<file path="config.mk">
export PLATFORM = sky130hd
export DESIGN_NAME = mem_arbiter_flat
export DESIGN_NICKNAME = d
export VERILOG_FILES = /design/src/rtl/mem_arbiter_if.sv /design/src/rtl/mem_arbiter.sv /design/src/flat_wrapper.sv
export SDC_FILE = /design/constraint.sdc
export NUM_CORES = 1
export LEC_CHECK = 0
export BUFFER_PORTS_ARGS = -buffer_cell sky130_fd_sc_hd__buf_2
export CORE_MARGIN = 4
export CORE_UTILIZATION = 27
export DETAILED_ROUTE_END_ITERATION = 16
export HOLD_SLACK_MARGIN = 0.15
export SYNTH_ARGS = -nofsm -noshare
export SYNTH_HDL_FRONTEND = slang
export SYNTH_SLANG_ARGS = --single-unit
</file>
<file path="constraint.sdc">
create_clock -name clock -period 5.06 [get_ports clock]
set_clock_uncertainty 0.15 [all_clocks]
set_input_delay 0.506 -clock clock [delete_from_list [all_inputs] [get_ports clock]]
set_output_delay 0.506 -clock clock [all_outputs]
set_load 0.02 [all_outputs]
</file>
<file path="src/rtl/mem_arbiter_if.sv">
// Bundle of CPU/DMA requester ports, single-port RAM ports and status for mem_arbiter.
// slave = arbiter side, master = requesters plus RAM side.
interface mem_arbiter_if #(
  parameter int ADDR_W = 9,
  parameter int DATA_W = 32
);
  logic              cpu_req;
  logic              cpu_we;
  logic [ADDR_W-1:0] cpu_addr;
  logic [DATA_W-1:0] cpu_wdata;
  logic              cpu_ack;
  logic [DATA_W-1:0] cpu_rdata;

  logic              dma_req;
  logic              dma_we;
  logic [ADDR_W-1:0] dma_addr;
  logic [DATA_W-1:0] dma_wdata;
  logic              dma_ack;
  logic [DATA_W-1:0] dma_rdata;

  logic [ADDR_W-1:0] ram_addr;
  logic [DATA_W-1:0] ram_wdata;
  logic              ram_read;
  logic              ram_write;
  logic [DATA_W-1:0] ram_rdata;

  logic              busy;
  logic              owner;

  modport slave (
    input  cpu_req, cpu_we, cpu_addr, cpu_wdata,
    input  dma_req, dma_we, dma_addr, dma_wdata,
    input  ram_rdata,
    output cpu_ack, cpu_rdata, dma_ack, dma_rdata,
    output ram_addr, ram_wdata, ram_read, ram_write,
    output busy, owner
  );

  modport master (
    output cpu_req, cpu_we, cpu_addr, cpu_wdata,
    output dma_req, dma_we, dma_addr, dma_wdata,
    output ram_rdata,
    input  cpu_ack, cpu_rdata, dma_ack, dma_rdata,
    input  ram_addr, ram_wdata, ram_read, ram_write,
    input  busy, owner
  );
endinterface

</file>
<file path="src/rtl/mem_arbiter.sv">
// Round-robin arbiter giving a CPU and a DMA requester access to one single-port RAM.
// Write acks 2 cycles after the request is sampled, read acks 2+RD_LAT; requests wait in IDLE.
module mem_arbiter #(
  parameter int ADDR_W = 9,
  parameter int DATA_W = 32,
  parameter int RD_LAT = 1
) (
  input  logic           clock,
  input  logic           clear,
  mem_arbiter_if.slave   bus
);

  typedef enum logic [1:0] {IDLE, ACCESS, WAIT, DONE} state_t;

  localparam logic [2:0] CNT_LOAD = 3'(RD_LAT - 1);

  state_t            state_q, state_d;
  logic              owner_q, owner_d;
  logic              we_q, we_d;
  logic [ADDR_W-1:0] addr_q, addr_d;
  logic [DATA_W-1:0] wdata_q, wdata_d;
  logic [DATA_W-1:0] cpu_rdata_q, cpu_rdata_d;
  logic [DATA_W-1:0] dma_rdata_q, dma_rdata_d;
  logic [2:0]        cnt_q, cnt_d;
  logic              grant_dma;

  always_ff @(posedge clock or posedge clear) begin
    if (clear) begin
      state_q     <= IDLE;
      owner_q     <= 1'b1;
      we_q        <= 1'b0;
      addr_q      <= '0;
      wdata_q     <= '0;
      cpu_rdata_q <= '0;
      dma_rdata_q <= '0;
      cnt_q       <= '0;
    end else begin
      state_q     <= state_d;
      owner_q     <= owner_d;
      we_q        <= we_d;
      addr_q      <= addr_d;
      wdata_q     <= wdata_d;
      cpu_rdata_q <= cpu_rdata_d;
      dma_rdata_q <= dma_rdata_d;
      cnt_q       <= cnt_d;
    end
  end

  always_comb begin
    state_d     = state_q;
    owner_d     = owner_q;
    we_d        = we_q;
    addr_d      = addr_q;
    wdata_d     = wdata_q;
    cpu_rdata_d = cpu_rdata_q;
    dma_rdata_d = dma_rdata_q;
    cnt_d       = cnt_q;
    grant_dma   = 1'b0;
    case (state_q)
      IDLE: begin
        if (bus.cpu_req || bus.dma_req) begin
          // On a tie the requester that did not own the last grant wins.
          grant_dma = bus.dma_req && (!bus.cpu_req || !owner_q);
          owner_d   = grant_dma;
          we_d      = grant_dma ? bus.dma_we    : bus.cpu_we;
          addr_d    = grant_dma ? bus.dma_addr  : bus.cpu_addr;
          wdata_d   = grant_dma ? bus.dma_wdata : bus.cpu_wdata;
          state_d   = ACCESS;
        end
      end
      ACCESS: begin
        if (we_q) begin
          state_d = DONE;
        end else begin
          cnt_d   = CNT_LOAD;
          state_d = WAIT;
        end
      end
      WAIT: begin
        if (cnt_q == 3'd0) begin
          if (owner_q) dma_rdata_d = bus.ram_rdata;
          else         cpu_rdata_d = bus.ram_rdata;
          state_d = DONE;
        end else begin
          cnt_d = cnt_q - 3'd1;
        end
      end
      DONE:    state_d = IDLE;
      default: state_d = IDLE;
    endcase
  end

  assign bus.ram_addr  = addr_q;
  assign bus.ram_wdata = wdata_q;
  assign bus.ram_write = (state_q == ACCESS) &&  we_q;
  assign bus.ram_read  = (state_q == ACCESS) && !we_q;
  assign bus.busy      = (state_q != IDLE);
  assign bus.owner     = owner_q;
  assign bus.cpu_ack   = (state_q == DONE) && !owner_q;
  assign bus.dma_ack   = (state_q == DONE) &&  owner_q;
  assign bus.cpu_rdata = cpu_rdata_q;
  assign bus.dma_rdata = dma_rdata_q;

endmodule

</file>
<file path="src/flat_wrapper.sv">
// flat-port wrapper written by rule: the top's interface ports become plain ports
module mem_arbiter_flat 
#(
  parameter int ADDR_W = 9,
  parameter int DATA_W = 32,
  parameter int RD_LAT = 1
)
  (clock, clear, bus_cpu_req, bus_cpu_we, bus_cpu_addr, bus_cpu_wdata, bus_dma_req, bus_dma_we, bus_dma_addr, bus_dma_wdata, bus_ram_rdata, bus_cpu_ack, bus_cpu_rdata, bus_dma_ack, bus_dma_rdata, bus_ram_addr, bus_ram_wdata, bus_ram_read, bus_ram_write, bus_busy, bus_owner);
  mem_arbiter_if #(.ADDR_W(ADDR_W), .DATA_W(DATA_W)) bus_i ();
  input  logic clock;
  input  logic clear;
  input wire logic [$bits(bus_i.cpu_req)-1:0] bus_cpu_req;
  input wire logic [$bits(bus_i.cpu_we)-1:0] bus_cpu_we;
  input wire logic [$bits(bus_i.cpu_addr)-1:0] bus_cpu_addr;
  input wire logic [$bits(bus_i.cpu_wdata)-1:0] bus_cpu_wdata;
  input wire logic [$bits(bus_i.dma_req)-1:0] bus_dma_req;
  input wire logic [$bits(bus_i.dma_we)-1:0] bus_dma_we;
  input wire logic [$bits(bus_i.dma_addr)-1:0] bus_dma_addr;
  input wire logic [$bits(bus_i.dma_wdata)-1:0] bus_dma_wdata;
  input wire logic [$bits(bus_i.ram_rdata)-1:0] bus_ram_rdata;
  output wire logic [$bits(bus_i.cpu_ack)-1:0] bus_cpu_ack;
  output wire logic [$bits(bus_i.cpu_rdata)-1:0] bus_cpu_rdata;
  output wire logic [$bits(bus_i.dma_ack)-1:0] bus_dma_ack;
  output wire logic [$bits(bus_i.dma_rdata)-1:0] bus_dma_rdata;
  output wire logic [$bits(bus_i.ram_addr)-1:0] bus_ram_addr;
  output wire logic [$bits(bus_i.ram_wdata)-1:0] bus_ram_wdata;
  output wire logic [$bits(bus_i.ram_read)-1:0] bus_ram_read;
  output wire logic [$bits(bus_i.ram_write)-1:0] bus_ram_write;
  output wire logic [$bits(bus_i.busy)-1:0] bus_busy;
  output wire logic [$bits(bus_i.owner)-1:0] bus_owner;
  assign bus_i.cpu_req = bus_cpu_req;
  assign bus_i.cpu_we = bus_cpu_we;
  assign bus_i.cpu_addr = bus_cpu_addr;
  assign bus_i.cpu_wdata = bus_cpu_wdata;
  assign bus_i.dma_req = bus_dma_req;
  assign bus_i.dma_we = bus_dma_we;
  assign bus_i.dma_addr = bus_dma_addr;
  assign bus_i.dma_wdata = bus_dma_wdata;
  assign bus_i.ram_rdata = bus_ram_rdata;
  assign bus_cpu_ack = bus_i.cpu_ack;
  assign bus_cpu_rdata = bus_i.cpu_rdata;
  assign bus_dma_ack = bus_i.dma_ack;
  assign bus_dma_rdata = bus_i.dma_rdata;
  assign bus_ram_addr = bus_i.ram_addr;
  assign bus_ram_wdata = bus_i.ram_wdata;
  assign bus_ram_read = bus_i.ram_read;
  assign bus_ram_write = bus_i.ram_write;
  assign bus_busy = bus_i.busy;
  assign bus_owner = bus_i.owner;
  mem_arbiter #(.ADDR_W(ADDR_W), .DATA_W(DATA_W), .RD_LAT(RD_LAT)) u_core (.clock(clock), .clear(clear), .bus(bus_i));
endmodule
</file>
==> flow_metrics.py <==
metrics = {
    "status": {
        "status": "completed",
    },
    "global_routing": {
        "grt_max_degree": 85,
        "antenna_found_initial": 0,
        "grt_remaining_overflow": 0,
        "grt_pass1_vias": 3491,
        "grt_use_total_pct": 11.3,
        "grt_pass1_wl_um": 18400,
    },
    "floorplanning": {
        "ios": 231,
        "die_w_um": 143,
        "die_h_um": 143,
        "rows": 49,
        "initial_core_util_pct": 27.4,
        "fp.coreArea_um2": 17900,
        "die_area_um2": 20400,
    },
    "synthesis": {
        "synth_compound_area_share_pct": 5.64,
        "synthAdderAreaFrac_pct": 1.79,
        "synth_fp_nets": 491,
        "netlist_instances": 364,
        "avgSynthCellArea_um2": 13.5,
        "synth_area_leaders": "dfrtp_1 57%, mux2_4 9.2%, mux2i_1 8.8%",
        "synth-xor-area-share_pct": 0,
        "yosysTopAreaCellShare_pct": 56.6,
        "synth-seq-area-share_pct": 57.2,
        "synth-simple-area-share_pct": 5.66,
        "synth_top_family_by_area": "multiplexers",
        "synth_cell_types": 33,
        "synth_warnings": 0,
        "muxShareOfSynthArea_pct": 26.0,
        "synth_area_um2": 4900,
        "ys_ff_latch": 112,
        "yosysTopAreaCell": "dfrtp_1",
    },
    "sta": {
        "fin_crit_sh_pct": 48.9,
        "setup_viol": 0,
        "min_period_ns": 2.48,
        "rsz0062_at_grt": "no",
        "hold_viol": 0,
        "fmax_mhz": 404,
        "whs_ns": 0.233,
        "tightest_slew_ns": 0.958,
        "final_max_slew_viol_count": 0,
        "fin_setup_tns_ns": 0,
        "max_slew_margin_pct": 36.1,
    },
    "pwr": {
        "power_density_nw_per_um2": 672,
        "sequentialPowerShare_pct": 36.3,
        "internal_power_mw": 2.58,
        "ir_worst_vdd_mv": 0.266,
        "power_frac_comb_pct": 48.0,
        "p_switching_mw": 1.80,
        "sw_frac_of_total_pct": 41.0,
        "clkPwrFrac_pct": 15.7,
        "cellLeakagePower_nw": 3.37,
    },
    "worst_hold_path": {
        "hold_path_class": "input port to asynchronous set/reset pin",
    },
    "detailed_routing": {
        "drc": 0,
        "ant_nets": 0,
        "dr.first_iter.drc_count": 94,
        "wire_per_inst_um": 14.1,
        "drt-total-wl_um": 11600,
        "vias": 3484,
        "firstDrtPassIters": 4,
        "viasPerCell": 4.24,
    },
    "setup_path": {
        "crit_chain": "inv_1 -> ha_1 -> nand3b_1 -> nor2_4 -> mux2_2",
        "critPathKind": "flip-flop to flip-flop",
        "crit_required_ns": 5.15,
        "crit_slowest_cell": "nor2_4",
        "slowest_delay_ns": 0.72,
        "crit_path_max_fanout": 32,
        "worst_ep_arrival_time_ns": 2.56,
        "startpoint_type": "flip-flop",
        "endpoint_kind": "flip-flop",
    },
    "clock_tree": {
        "post_cts.repair.setup_buffers": 0,
        "clockBufferDepth": 2,
        "insertion_delay_ns": 0.35,
        "root_buffer": "clkbuf_16",
        "numCtsBuffers": 9,
        "cts-resized-gates": 0,
        "htree_levels": 3,
        "clk_pin_slew_ns": 0.07,
        "cts_tree": "done",
        "clkSinkCount": 112,
        "ctsHoldBuffers": 0,
    },
    "flow_run": {
        "drv_cap": 0,
    },
    "cells_and_area": {
        "final-instance-count-excl-fill": 822,
        "drive_above_1_share_pct": 53.6,
        "nNetsFinal": 715,
        "antennaDiodeCount": 0,
        "areaGrowthSynthToFinish_pct": 32.9,
    },
    "placement": {
        "port_buffers": 230,
        "dpl.cell_count": 806,
        "place_congestion": 0.699,
        "dp_hpwl_um": 8790,
    },
}
==> path summary, 6_finish.rpt <==
kind	from	end	slack [ns]	cells after the start
worst max-delay path	u_core.state_q[0]	u_core.bus.cpu_rdata[12]	2.58	5
worst min-delay path	clear	u_core.bus.dma_rdata[1]	0.23	2
worst min register to register	u_core.bus.ram_wdata[30]	u_core.bus.ram_wdata[30]	0.33	2
max in group asynchronous	clear	u_core.bus.dma_rdata[18]	3.49	3
worst max register to register	u_core.state_q[0]	u_core.bus.cpu_rdata[12]	2.58	5
min in group clock	bus_ram_rdata[7]	u_core.bus.dma_rdata[7]	0.24	2
==> cells by family (layout without fill, tap and decap cells) <==
family,count (synthesis),in the layout
AOI/OAI and AO/OA,51,51
adders and majority gates,7,7
buffers and inverters,27,256
DFF,112,112
muxes,108,108
and+or+nand+nor,59,59
==> per-layer routing <==
layer  GRT usage (%)  share of wire (%)  vias to the layer above
met4            4.70                2.1                        0
li1                -                  -                     1718
met1            15.1                 45                     1618
met5               0                  0                        -
met3            2.81                7.5                       17
met2            17.4                 46                      131
==> sequential cells by signal, summed over array words and instances (netlist names) <==
| register | count |
|---|---|
| u_core.cnt_q | 3 |
| u_core.we_q | 1 |
| u_core.bus.ram_addr | 9 |
| u_core.bus.dma_rdata | 32 |
| u_core.bus.ram_wdata | 32 |
| u_core.bus.cpu_rdata | 32 |
| u_core.state_q | 2 |
| u_core.bus.owner | 1 |
==> cells in the mapped netlist, drive strengths merged <==
library cell	count
a21oi	1
nand2b	2
mux2i	43
nor2b	2
o22a	1
clkbuf	6
and2	1
nand4b	1
a32o	1
a21boi	1
inv	7
nand3	1
buf	14
a22o	1
o21ai	43
nand3b	2
nand2	43
a221oi	1
and3	2
ha	7
nor2	4
dfrtp	111
nand4	1
o22ai	1
mux2	65
dfstp	1
a31oi	1
==> power by group through the flow <==
stage	Clock [mW]	Combinational [mW]	Sequential [mW]
6_report	0.690	2.10	1.59
5_1_grt	0.758	2.28	1.65
3_3_place_gp	0	2.10	1.60
2_1_floorplan	0	0.945	2.11
4_1_cts	0.728	2.14	1.60
3_5_place_dp	0	2.15	1.60
==> worst max-delay path, delay by kind of cell, from the launching register on <==
| family | cells | cell delay (ns) |
|---|---|---|
| AND/OR/NAND/NOR | 2 | 0.90 |
| buffers and inverters | 1 | 0.12 |
| flip-flops | 1 | 0.42 |
| multiplexers | 1 | 0.42 |
| adder cells (fa/ha/maj) | 1 | 0.33 |
==> cells in the final DEF (no fill, tap or decap), types with 2 or more instances in the layout <==
master	count
mux2_1	2
mux2_2	33
inv_6	4
nand3b_1	2
clkbuf_16	9
dfrtp_1	111
nand2_1	43
inv_1	6
o21ai_1	7
nor2_1	3
nor2b_1	2
mux2_4	30
mux2i_1	43
o21ai_0	35
and3_1	2
nand2b_1	2
ha_1	7
buf_4	3
buf_2	230
==> through the flow <==
| step | setup slack (ns) | cell area [um^2] | power, mW | util [%] |
|---|---|---|---|---|
| global route | 2.40 | 6520 | 4.69 | 36.4 |
| floorplan | 1.45 | 4900 | 3.05 | - |
| CTS | 2.56 | 6520 | 4.46 | 36.4 |
| global placement | 2.60 | 6230 | 3.71 | 34.8 |
| finish | 2.58 | 6520 | 4.38 | 36.4 |
| detailed placement | 2.53 | 6230 | 3.75 | 34.8 |
==> layout make-up <==
class / count / area [um^2]
clock buffer: 9 / 225
clock inverter: 7 / 60.1
fill: 1821 / 11400
inverter: 7 / 28.8
multi-input combinational: 225 / 1940
sequential: 112 / 2800
tap: 229 / 287
timing repair buffer: 233 / 1170
(Power assumes the default switching activity.)
